File: src/rtl/signed_round_sat.sv
// signed_round_sat
// Two-stage requantiser: rounds away IWID-OWID LSBs of a signed sample, then
// saturates the result to OWID bits, with a valid/ready handshake on both sides.
// Optional build macro SIGNED_ROUND_SAT_CONVERGENT_EN selects convergent
// (ties-to-even) rounding; when undefined, ties round half-up toward +infinity.

module signed_round_sat #(
   parameter int IWID = 17,
   parameter int OWID = 12
) (
   input  logic            i_clk,
   input  logic            i_reset,
   input  logic            i_valid,
   output logic            o_ready,
   input  logic [IWID-1:0] i_data,
   output logic            o_valid,
   input  logic            i_ready,
   output logic [OWID-1:0] o_data,
   output logic            o_ovf,
   input  logic            i_ovf_clr,
   output logic            o_ovf_sticky
);

   localparam int D = IWID - OWID;

   // Rounding constant 2^(D-1), kept at the stage-1 width so the add never wraps
   localparam logic [IWID:0] HALF = (IWID+1)'(1) << (D-1);

   logic            s1_valid;
   logic            s2_valid;
   logic [IWID:0]   r1;
   logic [IWID:0]   x_ext;
   logic [IWID:0]   round_bias;
   logic [OWID:0]   q;
   logic [OWID-1:0] sat_data;
   logic            sat_ovf;
   logic            load2;
   logic            accept;

   // Handshake: stage 2 moves whenever it is empty or being drained, and the
   // input side is ready unless both stages are full and downstream is stalled
   always_comb begin
      load2   = !s2_valid || i_ready;
      o_ready = !s1_valid || !s2_valid || i_ready;
      accept  = i_valid && o_ready;
   end

   // Stage-1 rounding bias: half-up, or half-minus-one plus the kept LSB so an
   // exact tie lands on the even kept value
   always_comb begin
      x_ext = {i_data[IWID-1], i_data};
`ifdef SIGNED_ROUND_SAT_CONVERGENT_EN
      round_bias = HALF - (IWID+1)'(1) + {{IWID{1'b0}}, i_data[D]};
`else
      round_bias = HALF;
`endif
   end

   // Stage-2 saturation: the shifted value is exactly OWID+1 bits, so it fits
   // in OWID bits precisely when its top two bits agree
   always_comb begin
      q        = r1[IWID:D];
      sat_ovf  = q[OWID] != q[OWID-1];
      sat_data = q[OWID-1:0];
      if (sat_ovf) begin
         if (q[OWID]) begin
            sat_data = {1'b1, {(OWID-1){1'b0}}};
         end else begin
            sat_data = {1'b0, {(OWID-1){1'b1}}};
         end
      end
   end

   // Stage 1: capture the rounded sample on accept, empty when it moves on
   always_ff @(posedge i_clk) begin
      if (i_reset) begin
         s1_valid <= 1'b0;
         r1       <= '0;
      end else if (accept) begin
         s1_valid <= 1'b1;
         r1       <= x_ext + round_bias;
      end else if (load2) begin
         s1_valid <= 1'b0;
      end
   end

   // Stage 2: load the saturated sample; bubbles clear valid but keep the data
   always_ff @(posedge i_clk) begin
      if (i_reset) begin
         s2_valid <= 1'b0;
         o_data   <= '0;
         o_ovf    <= 1'b0;
      end else if (load2) begin
         s2_valid <= s1_valid;
         if (s1_valid) begin
            o_data <= sat_data;
            o_ovf  <= sat_ovf;
         end
      end
   end

   // Sticky overflow: a saturating load into stage 2 wins over a clear
   always_ff @(posedge i_clk) begin
      if (i_reset) begin
         o_ovf_sticky <= 1'b0;
      end else if (load2 && s1_valid && sat_ovf) begin
         o_ovf_sticky <= 1'b1;
      end else if (i_ovf_clr) begin
         o_ovf_sticky <= 1'b0;
      end
   end

   assign o_valid = s2_valid;

endmodule

File: config.mk
export PLATFORM = sky130hd
export DESIGN_NAME = signed_round_sat
export DESIGN_NICKNAME = d
export VERILOG_FILES = /design/src/rtl/signed_round_sat.sv
export SDC_FILE = /design/constraint.sdc
export NUM_CORES = 1
export LEC_CHECK = 0
export CAP_MARGIN = 10
export CORE_UTILIZATION = 35
export DETAILED_ROUTE_END_ITERATION = 8
export GPL_ROUTABILITY_DRIVEN = 0
export SLEW_MARGIN = 5
export SYNTH_ARGS = -nofsm -noshare
export SYNTH_HDL_FRONTEND = slang
export SYNTH_SLANG_ARGS = --single-unit
File: constraint.sdc
create_clock -name i_clk -period 1.9 [get_ports i_clk]
set_input_delay 0.38 -clock i_clk [delete_from_list [all_inputs] [get_ports i_clk]]
set_output_delay 0.38 -clock i_clk [all_outputs]
set_load 0.05 [all_outputs]
==> results.ini, run 1 <==
[floorplan]
die-area_um2=4069
start_util_pct=36.50
io_pins=38
core.rowCount=22
core_area_um2=3661
dieHeight_um=63.79
die_x_um=63.79

[synth]
yosysUniqueCellTypes=27
yosys_warnings=0
yosysSeqAreaShare_pct=43.45
synth_nets=175
synth.avg_cell_area_um2=8.909
synthCells=150
ys_seq_elements=29
synth_area_um2=1336

[cts]
cts_tree=done
postCtsSetupRepairBufs=0
clk_pin_slew_ns=0.06
clockBufferDepth=2
clock-sinks=29
numCtsBuffers=5
cts.repair.resized=0
ctsHoldBuffers=0
cts_max_level=2
clkLatencyLatePin_ns=0.28
cts-root-buf=clkbuf_8

[finish]
multi_input_area_um2=670.6
seq_area_um2=581.8
fin_nets=217
area_delta_synth_final_pct=41.29
mostFrequentLayoutCells=clkdlybuf4s50_1 (32), nor2_1 (29), dfxtp_1 (28)
final_common_cell=clkdlybuf4s50_1
nFillCells=354
final_util_pct=51.57
drive_gt1_share_pct=13.99
n_antenna_cell=0

[critical_path]
crit_fanout=4
cp.arrival_ns=1.43
r2r-start=r1[16]$_SDFFE_PP0P_
criticalPathCategory=flip-flop to output port
critPathCaptureType=output port
crit_path_cell_trace=clkdlybuf4s50_1
critPathLaunchType=flip-flop
worst_r2r_path_depth=6
cp_slowest_cell=clkdlybuf4s50_1
slowest_delay_ns=0.80
rr_endpoint=o_data[1]$_SDFFE_PP0P_
crit_buf_inv=1
path_delay_family=buffers and inverters
cp.required_ns=1.52
cp.depth=1
ff2ff_setup_slack_ns=0.35

[job]
cap_violations=0

[pwr]
ir_worst_vdd_v=0.0002967
p_per_area_nw_per_um2=830.9
leakage_uw=0.0006929

[sta]
maxSlewViolCount=0
fin_skew_ns=0.002674
hold_violations=0
max_freq_mhz=552.5
setup_violations=0
postLayoutSetupSlackWorst_ns=0.09010
worst_pin_slew_ns=0.4963
period_minus_slack_ns=1.810
fin_crit_sh_pct=95.26
slew_headroom_pct=66.81
rsz0062_at_grt=no

[placement]
port_buffers=33
hpwl_um=1986
pre_cts_ws_ns=-0.1016

[status]
status=completed

[drt]
drt-total-wl_um=2608
drt-initial-drc-count=39
first_pass_iters=4
via_per_inst=4.614
wl_per_cell_um=10.82
vias=1112
drc=0
drtAntennaViolNets=0

[worst_hold_path]
worstHoldPathCells=2
min_from=o_ovf$_SDFFE_PP0P_
hp-class=flip-flop to flip-flop
hold_end=o_ovf$_SDFFE_PP0P_

[global_route]
grt_max_degree=30
grt_pass1_wl_um=4595
grt_overflow=0
grt_antenna_before_repair=0
grt_usage_pct=14.85
grt_pass1_vias=1039

registers in the layout (all words and copies together), names as in the netlist:
register,count
r1,13
o_data,12
o_valid,1
s1_valid,1
o_ovf,1
o_ovf_sticky,1
power by group:
part           internal [uW]  switching, uW  leakage [uW]
Sequential               653           24.7      0.000240
Clock                    326            221     0.0000542
Combinational            148            196      0.000399
worst max path at each step:
stage,from,to,slack [ns]
2_1_floorplan,o_valid$_SDFFE_PP0P_,r1[15]$_SDFFE_PP0P_,0.02
3_3_place_gp,i_data[5],r1[14]$_SDFFE_PP0P_,0.009
3_5_place_dp,i_data[5],r1[16]$_SDFFE_PP0P_,-0.10
4_1_cts,o_valid$_SDFFE_PP0P_,o_valid,0.08
5_1_grt,o_data[4]$_SDFFE_PP0P_,o_data[4],0.03
6_report,o_valid$_SDFFE_PP0P_,o_valid,0.09
worst reg2reg max path, stage by stage (launching register included):
cell      delay, ns
dfxtp_1        0.36
inv_1          0.06
ha_1           0.43
nor2_1         0.13
buf_4          0.17
a21oi_1        0.05
a211oi_1       0.25
logic make-up (layout without fill, tap and decap cells):
group | after synthesis | after routing | share of synthesized area (%)
simple gates | 51 | 51 | 19.29
flops | 29 | 29 | 43.45
xor+xnor | 11 | 11 | 7.210
mux | 1 | 1 | 0.7491
fa+ha+maj | 3 | 3 | 2.809
buf+inv | 15 | 58 | 6.366
compound gates | 40 | 40 | 20.13
per-layer routing:
metal,up-vias,global-route usage [%],share of wire (%)
li1,615,-,-
met1,457,18.94,50
met2,35,21.81,42
met3,5,4.821,5.4
met4,0,8.523,2.8
met5,-,0,0
cells in the mapped netlist:
library cell	number	share of area (%)
ha_1	3	2.8
nand4_1	3	1.4
and2_1	1	0.47
a211oi_1	22	12
a21oi_1	16	6.0
nor2_1	29	8.1
nand4_4	1	1.6
inv_1	5	1.4
nand2_1	3	0.84
nand3b_1	1	0.56
a211oi_2	1	0.94
xnor2_1	7	4.6
nor3_1	3	1.1
or3_2	1	0.56
buf_6	3	2.5
buf_1	1	0.28
buf_2	1	0.37
dlygate4sd1_1	1	0.66
nor4_2	1	0.94
nand3_1	3	1.1
clkbuf_1	4	1.1
nand2b_1	4	1.9
xor2_1	4	2.6
a21boi_2	1	0.84
and4_1	1	0.66
mux2i_1	1	0.75
dfxtp_1	29	43
metrics by stage:
| stage | std cells | TNS [ns] | hold WS (ns) | power, uW | area (um2) |
|---|---|---|---|---|---|
| floorplan | 150 | 0 | 0.4516 | 901.6 | 1338 |
| global placement | 233 | 0 | 0.4614 | 1028 | 1787 |
| detailed placement | 233 | -0.2389 | 0.4694 | 1037 | 1787 |
| CTS | 241 | 0 | 0.4790 | 1588 | 1888 |
| global route | 241 | 0 | 0.5222 | 1650 | 1888 |
| finish | 241 | 0 | 0.4741 | 1569 | 1888 |
area by class of cell:
| type | count | share of cell area (%) |
|---|---|---|
| Multi-Input combinational cell | 106 | 35.52 |
| Tap cell | 48 | 3.181 |
| Clock buffer | 7 | 5.103 |
| Inverter | 5 | 0.9940 |
| Sequential cell | 29 | 30.82 |
| Timing Repair Buffer | 45 | 24.12 |
| Clock inverter | 1 | 0.2651 |
Note: power is estimated with default switching activity, not from simulation.
==> run 2: changes to the inputs <==
--- a/config.mk
+++ b/config.mk
@@ -6,9 +6,10 @@
 export NUM_CORES = 1
 export LEC_CHECK = 0
 export CAP_MARGIN = 10
-export CORE_UTILIZATION = 35
+export CORE_UTILIZATION = 45
 export DETAILED_ROUTE_END_ITERATION = 8
 export GPL_ROUTABILITY_DRIVEN = 0
+export PLACE_DENSITY = 0.76
 export SLEW_MARGIN = 5
 export SYNTH_ARGS = -nofsm -noshare
 export SYNTH_HDL_FRONTEND = slang
==> run 2 against run 1 <==
  * Routed wire length increased by 1.6%
  * Largest cell class unchanged
  * Critical path depth unchanged
  * Total power decreased by 12%
  * Critical endpoint is now o_ovf
  * First-iteration DRC count decreased by 46%
  * Hold slack improved by 0.019 ns
  * Clock skew increased by 0.0033 ns
  * Sequential power about the same
  * Fmax decreased by 2.4%
==> results.ini, run 2 (synthesized netlist as in run 1, its figures left out) <==
[job]
cap_violations=0

[global_route]
grt_pass1_vias=1107
grt_overflow=0
grt_usage_pct=19.01
grt_max_degree=30
grt_pass1_wl_um=4685
grt_antenna_before_repair=0

[sta]
period_minus_slack_ns=1.855
hold_violations=0
holdWs_ns=0.4929
slew_headroom_pct=66.14
setup_violations=0
setup_tns_ns=0
maxSlewViolCount=0
worst_pin_slew_ns=0.5071
max_freq_mhz=539.2
rsz0062_at_grt=no
fin_skew_ns=0.005997
fin_crit_sh_pct=97.62

[critical_path]
cp.arrival_ns=1.47
worst_r2r_path_depth=6
r2r-start=r1[16]$_SDFFE_PP0P_
cp.depth=1
ff2ff_setup_slack_ns=0.48
rr_endpoint=o_data[4]$_SDFFE_PP0P_
crit_path_end=o_ovf
crit_path_cell_trace=clkdlybuf4s50_1
criticalPathCategory=flip-flop to output port
cp_slowest_cell=clkdlybuf4s50_1
critPathCaptureType=output port
cp.required_ns=1.52
critPathLaunchType=flip-flop
path_delay_family=buffers and inverters
crit_fanout=2
critPathLaunch=o_ovf$_SDFFE_PP0P_
slowest_delay_ns=0.81
crit_buf_inv=1

[drt]
via_per_inst=5.120
drt-initial-drc-count=21
wl_per_cell_um=11.78
drt-total-wl_um=2651
drc=0
first_pass_iters=4
drtAntennaViolNets=0
vias=1152

[floorplan]
io_pins=38
core.rowCount=19
die-area_um2=3192
start_util_pct=48.04
dieHeight_um=56.50
core_area_um2=2781
die_x_um=56.50

[placement]
port_buffers=33
hpwl_um=2049

[worst_hold_path]
hp-class=flip-flop to flip-flop

[finish]
mostFrequentLayoutCells=nor2_1 (29), dfxtp_1 (28), clkdlybuf4s50_1 (25)
final_common_cell=nor2_1
largest_register=r1
fin_nets=219
largestRegisters=r1 x13, o_data x12
drive_gt1_share_pct=13.92
largest_register_ffs=13
area_delta_synth_final_pct=38.67
n_antenna_cell=0

[cts]
clock-sinks=29
ctsHoldBuffers=0
clk_pin_slew_ns=0.08
cts-root-buf=clkbuf_4
clkLatencyLatePin_ns=0.32
clockBufferDepth=2
cts_tree=done
postCtsSetupRepairBufs=0
cts_max_level=2
numCtsBuffers=5

[pwr]
leakage_uw=0.0007908
p_per_area_nw_per_um2=748.7
ir_worst_vdd_v=0.0006679

[status]
status=completed

-- run 2: power by group --
part | internal [uW] | total, uW | switching [uW]
Combinational | 150 | 348 | 198
Sequential | 652 | 676 | 24.2
Clock | 174 | 363 | 189
-- run 2: worst min-delay path by stage --
stage	to	startpoint	depth (start not counted)	slack, ns
5_1_grt	o_valid$_SDFFE_PP0P_	s1_valid$_SDFFE_PP0P_	2	0.51
4_1_cts	o_valid$_SDFFE_PP0P_	s1_valid$_SDFFE_PP0P_	2	0.49
3_5_place_dp	o_valid$_SDFFE_PP0P_	s1_valid$_SDFFE_PP0P_	2	0.48
2_1_floorplan	o_valid$_SDFFE_PP0P_	s1_valid$_SDFFE_PP0P_	2	0.45
3_3_place_gp	o_ovf$_SDFFE_PP0P_	o_ovf$_SDFFE_PP0P_	2	0.46
6_report	o_valid$_SDFFE_PP0P_	s1_valid$_SDFFE_PP0P_	2	0.49
-- run 2: area by class of cell --
class                           instances  area, um2
Multi-Input combinational cell        106      670.6
Sequential cell                        29      581.8
Tap cell                               31      38.79
Inverter                                5      18.77
Timing Repair Buffer                   47      488.0
Clock buffer                            7      55.05
Fill cell                             242      928.4
-- run 2: per-layer routing --
metal | wire (um) | global-route usage, %
met5 | 0 | 0
met4 | 38 | 8.362
met3 | 149 | 6.221
met2 | 1251 | 30.76
met1 | 1211 | 22.90
-- run 2: what timing repair did --
item | in CTS | in global routing
hold endpoints to repair | 0 | 0
setup endpoints to repair | 0 | 7
resized for setup | 0 | 7
-- run 2: per-stage QoR --
stage	instance area [um2]	total power [uW]	cells	setup slack, ns	util (%)
6_report	1853	1387	225	0.04527	66.62
5_1_grt	1853	1468	225	0.001244	66.62
4_1_cts	1836	1403	225	0.007322	65.99
3_5_place_dp	1780	1041	218	-0.07983	64.01
3_3_place_gp	1780	1029	218	0.01229	64.01
2_1_floorplan	1338	901.6	150	0.02408	-
==> run 3: changes to the inputs <==
--- a/config.mk
+++ b/config.mk
@@ -6,6 +6,7 @@
 export NUM_CORES = 1
 export LEC_CHECK = 0
 export CAP_MARGIN = 10
+export CORE_ASPECT_RATIO = 1.4
 export CORE_UTILIZATION = 45
 export DETAILED_ROUTE_END_ITERATION = 8
 export GPL_ROUTABILITY_DRIVEN = 0
==> run 3 against run 2 <==
  * Core utilization fell by 1.5 points
  * Critical path depth is the same
  * Clock-buffer cell count down 1
  * Final cell count is 2.2% higher
  * Flip-flop and latch count stayed put
  * Register-to-register slack lost 0.19 ns
  * Via count down 0.61%
  * Global-route usage fell by 1.3 points
  * Total power up 7.4%
  * Non-clock buffer count fell by 2
  * Largest cell class unchanged
  * Largest power group unchanged
==> results.ini, run 3 (synthesized netlist as in run 1, its figures left out) <==
[cts]
postCtsSetupRepairBufs=0
clock-sinks=29
cts_tree=done
numCtsBuffers=5
cts.repair.resized=0
cts_max_level=2
cts-root-buf=clkbuf_8
clkLatencyLatePin_ns=0.28
clk_pin_slew_ns=0.06
ctsHoldBuffers=0
clockBufferDepth=2

[global_route]
grt_pass1_wl_um=3939
grt_max_degree=30
grt_antenna_before_repair=0
grt_usage_pct=17.69
grt_overflow=0
grt_pass1_vias=994

[floorplan]
core.rowCount=23
start_util_pct=46.90
dieHeight_um=66.48
die_x_um=48.06
core_area_um2=2849
io_pins=38
die-area_um2=3194

[critical_path]
path_delay_family=buffers and inverters
crit_path_cell_trace=clkdlybuf4s50_1
critPathCaptureType=output port
slowest_delay_ns=0.80
cp_slowest_cell=clkdlybuf4s50_1
ff2ff_setup_slack_ns=0.29
cp.required_ns=1.52
crit_buf_inv=1
r2r-start=r1[16]$_SDFFE_PP0P_
criticalPathCategory=flip-flop to output port
critPathLaunchType=flip-flop
crit_fanout=4
rr_endpoint=o_data[8]$_SDFFE_PP0P_
cp.arrival_ns=1.43
worst_r2r_path_depth=6

[drt]
drt-initial-drc-count=17
drtAntennaViolNets=0
wl_per_cell_um=10.77
via_per_inst=4.978
first_pass_iters=4
drc=0
drt-total-wl_um=2478
vias=1145

[pwr]
seqPwrFrac_pct=45.4
leakage_uw=0.0006836
clockPowerShare_pct=31.6
power_uw=1490
power_switching_share_pct=29.30
ir_worst_vdd_v=0.0005087
p_per_area_nw_per_um2=803.1
power_switching_uw=436.6
p_comb_share_pct=23.0
p_int_uw=1054

[finish]
seq_area_um2=581.8
nFillCells=236
area_delta_synth_final_pct=38.86
multi_input_area_um2=670.6
n_antenna_cell=0
final_common_cell=clkdlybuf4s50_1
drive_gt1_share_pct=13.47
final_util_pct=65.13
mostFrequentLayoutCells=clkdlybuf4s50_1 (32), nor2_1 (29), dfxtp_1 (28)
largest_register=r1
fin_nets=217
largestRegisters=r1 x13, o_data x12
largest_register_ffs=13

[sta]
fin_crit_sh_pct=95.00
max_freq_mhz=554.0
maxSlewViolCount=0
rsz0062_at_grt=no
period_minus_slack_ns=1.805
setup_violations=0
hold_violations=0
slew_headroom_pct=66.72
postLayoutSetupSlackWorst_ns=0.09500
fin_skew_ns=0.005974
worst_pin_slew_ns=0.4976

[worst_hold_path]
hold_end=o_ovf_sticky$_SDFFE_PP0P_
min_from=o_ovf_sticky$_SDFFE_PP0P_
worstHoldPathCells=2
hp-class=flip-flop to flip-flop

[placement]
port_buffers=33
pre_cts_ws_ns=-0.05176
hpwl_um=1888

[job]
cap_violations=0

[status]
status=completed

run 3: cell types whose count changed in the layout (fill, tap and decap cells not counted):
cell | previous run | this run
clkdlybuf4s50_1 | 25 | 32
clkinv_2 | 0 | 2
clkbuf_4 | 5 | 0
clkbuf_8 | 1 | 5
buf_4 | 12 | 10
dlymetal6s2s_1 | 7 | 0
run 3: worst register-to-register path, stage by stage, from the launching register on:
cell,delay (ns)
dfxtp_1,0.35
inv_1,0.05
ha_1,0.45
nor2_1,0.15
buf_4,0.18
a21oi_1,0.06
a211oi_1,0.27
run 3: through the flow:
| stage | std cells | area, um2 | TNS, ns | hold slack (ns) |
|---|---|---|---|---|
| after floorplan | 150 | 1338 | 0 | 0.4516 |
| after CTS | 230 | 1856 | 0 | 0.4767 |
| final | 230 | 1856 | 0 | 0.4711 |
| after global placement | 222 | 1773 | -0.01371 | 0.4584 |
| after detailed placement | 222 | 1773 | -0.09512 | 0.4662 |
| after global routing | 230 | 1856 | 0 | 0.4978 |
run 3: worst max path at each step:
stage                          from             endpoint  slack, ns  cells after the start
2_1_floorplan  o_valid$_SDFFE_PP0P_  r1[15]$_SDFFE_PP0P_       0.02                      6
3_3_place_gp              i_data[4]  r1[16]$_SDFFE_PP0P_      -0.01                      6
3_5_place_dp              i_data[4]  r1[16]$_SDFFE_PP0P_      -0.05                      6
4_1_cts        o_valid$_SDFFE_PP0P_              o_valid       0.08                      1
5_1_grt        o_valid$_SDFFE_PP0P_              o_valid       0.04                      1
6_report       o_valid$_SDFFE_PP0P_              o_valid       0.09                      1
run 3: power groups by stage:
stage	clock (uW)	sequential, uW	combinational, uW
final	471	676	343
after floorplan	0	763	138
after global placement	0	687	336
after CTS	484	677	345
after detailed placement	0	690	343
after global routing	510	681	373
run 3: layout make-up:
| cell class | count | share of cell area (%) |
|---|---|---|
| Multi-Input combinational cell | 106 | 36.14 |
| Timing Repair Buffer | 45 | 24.54 |
| Tap cell | 37 | 2.495 |
| Clock buffer | 6 | 3.911 |
| Sequential cell | 29 | 31.36 |
| Clock inverter | 2 | 0.5394 |
| Inverter | 5 | 1.011 |
run 3: per-layer routing:
layer  GRT usage, %  share of wire, %  vias up
met5              0                 0        -
met3          4.878               4.0        6
met2          32.94                52       32
li1               -                 -      609
met1          15.82                41      498
met4          9.375               2.3        0
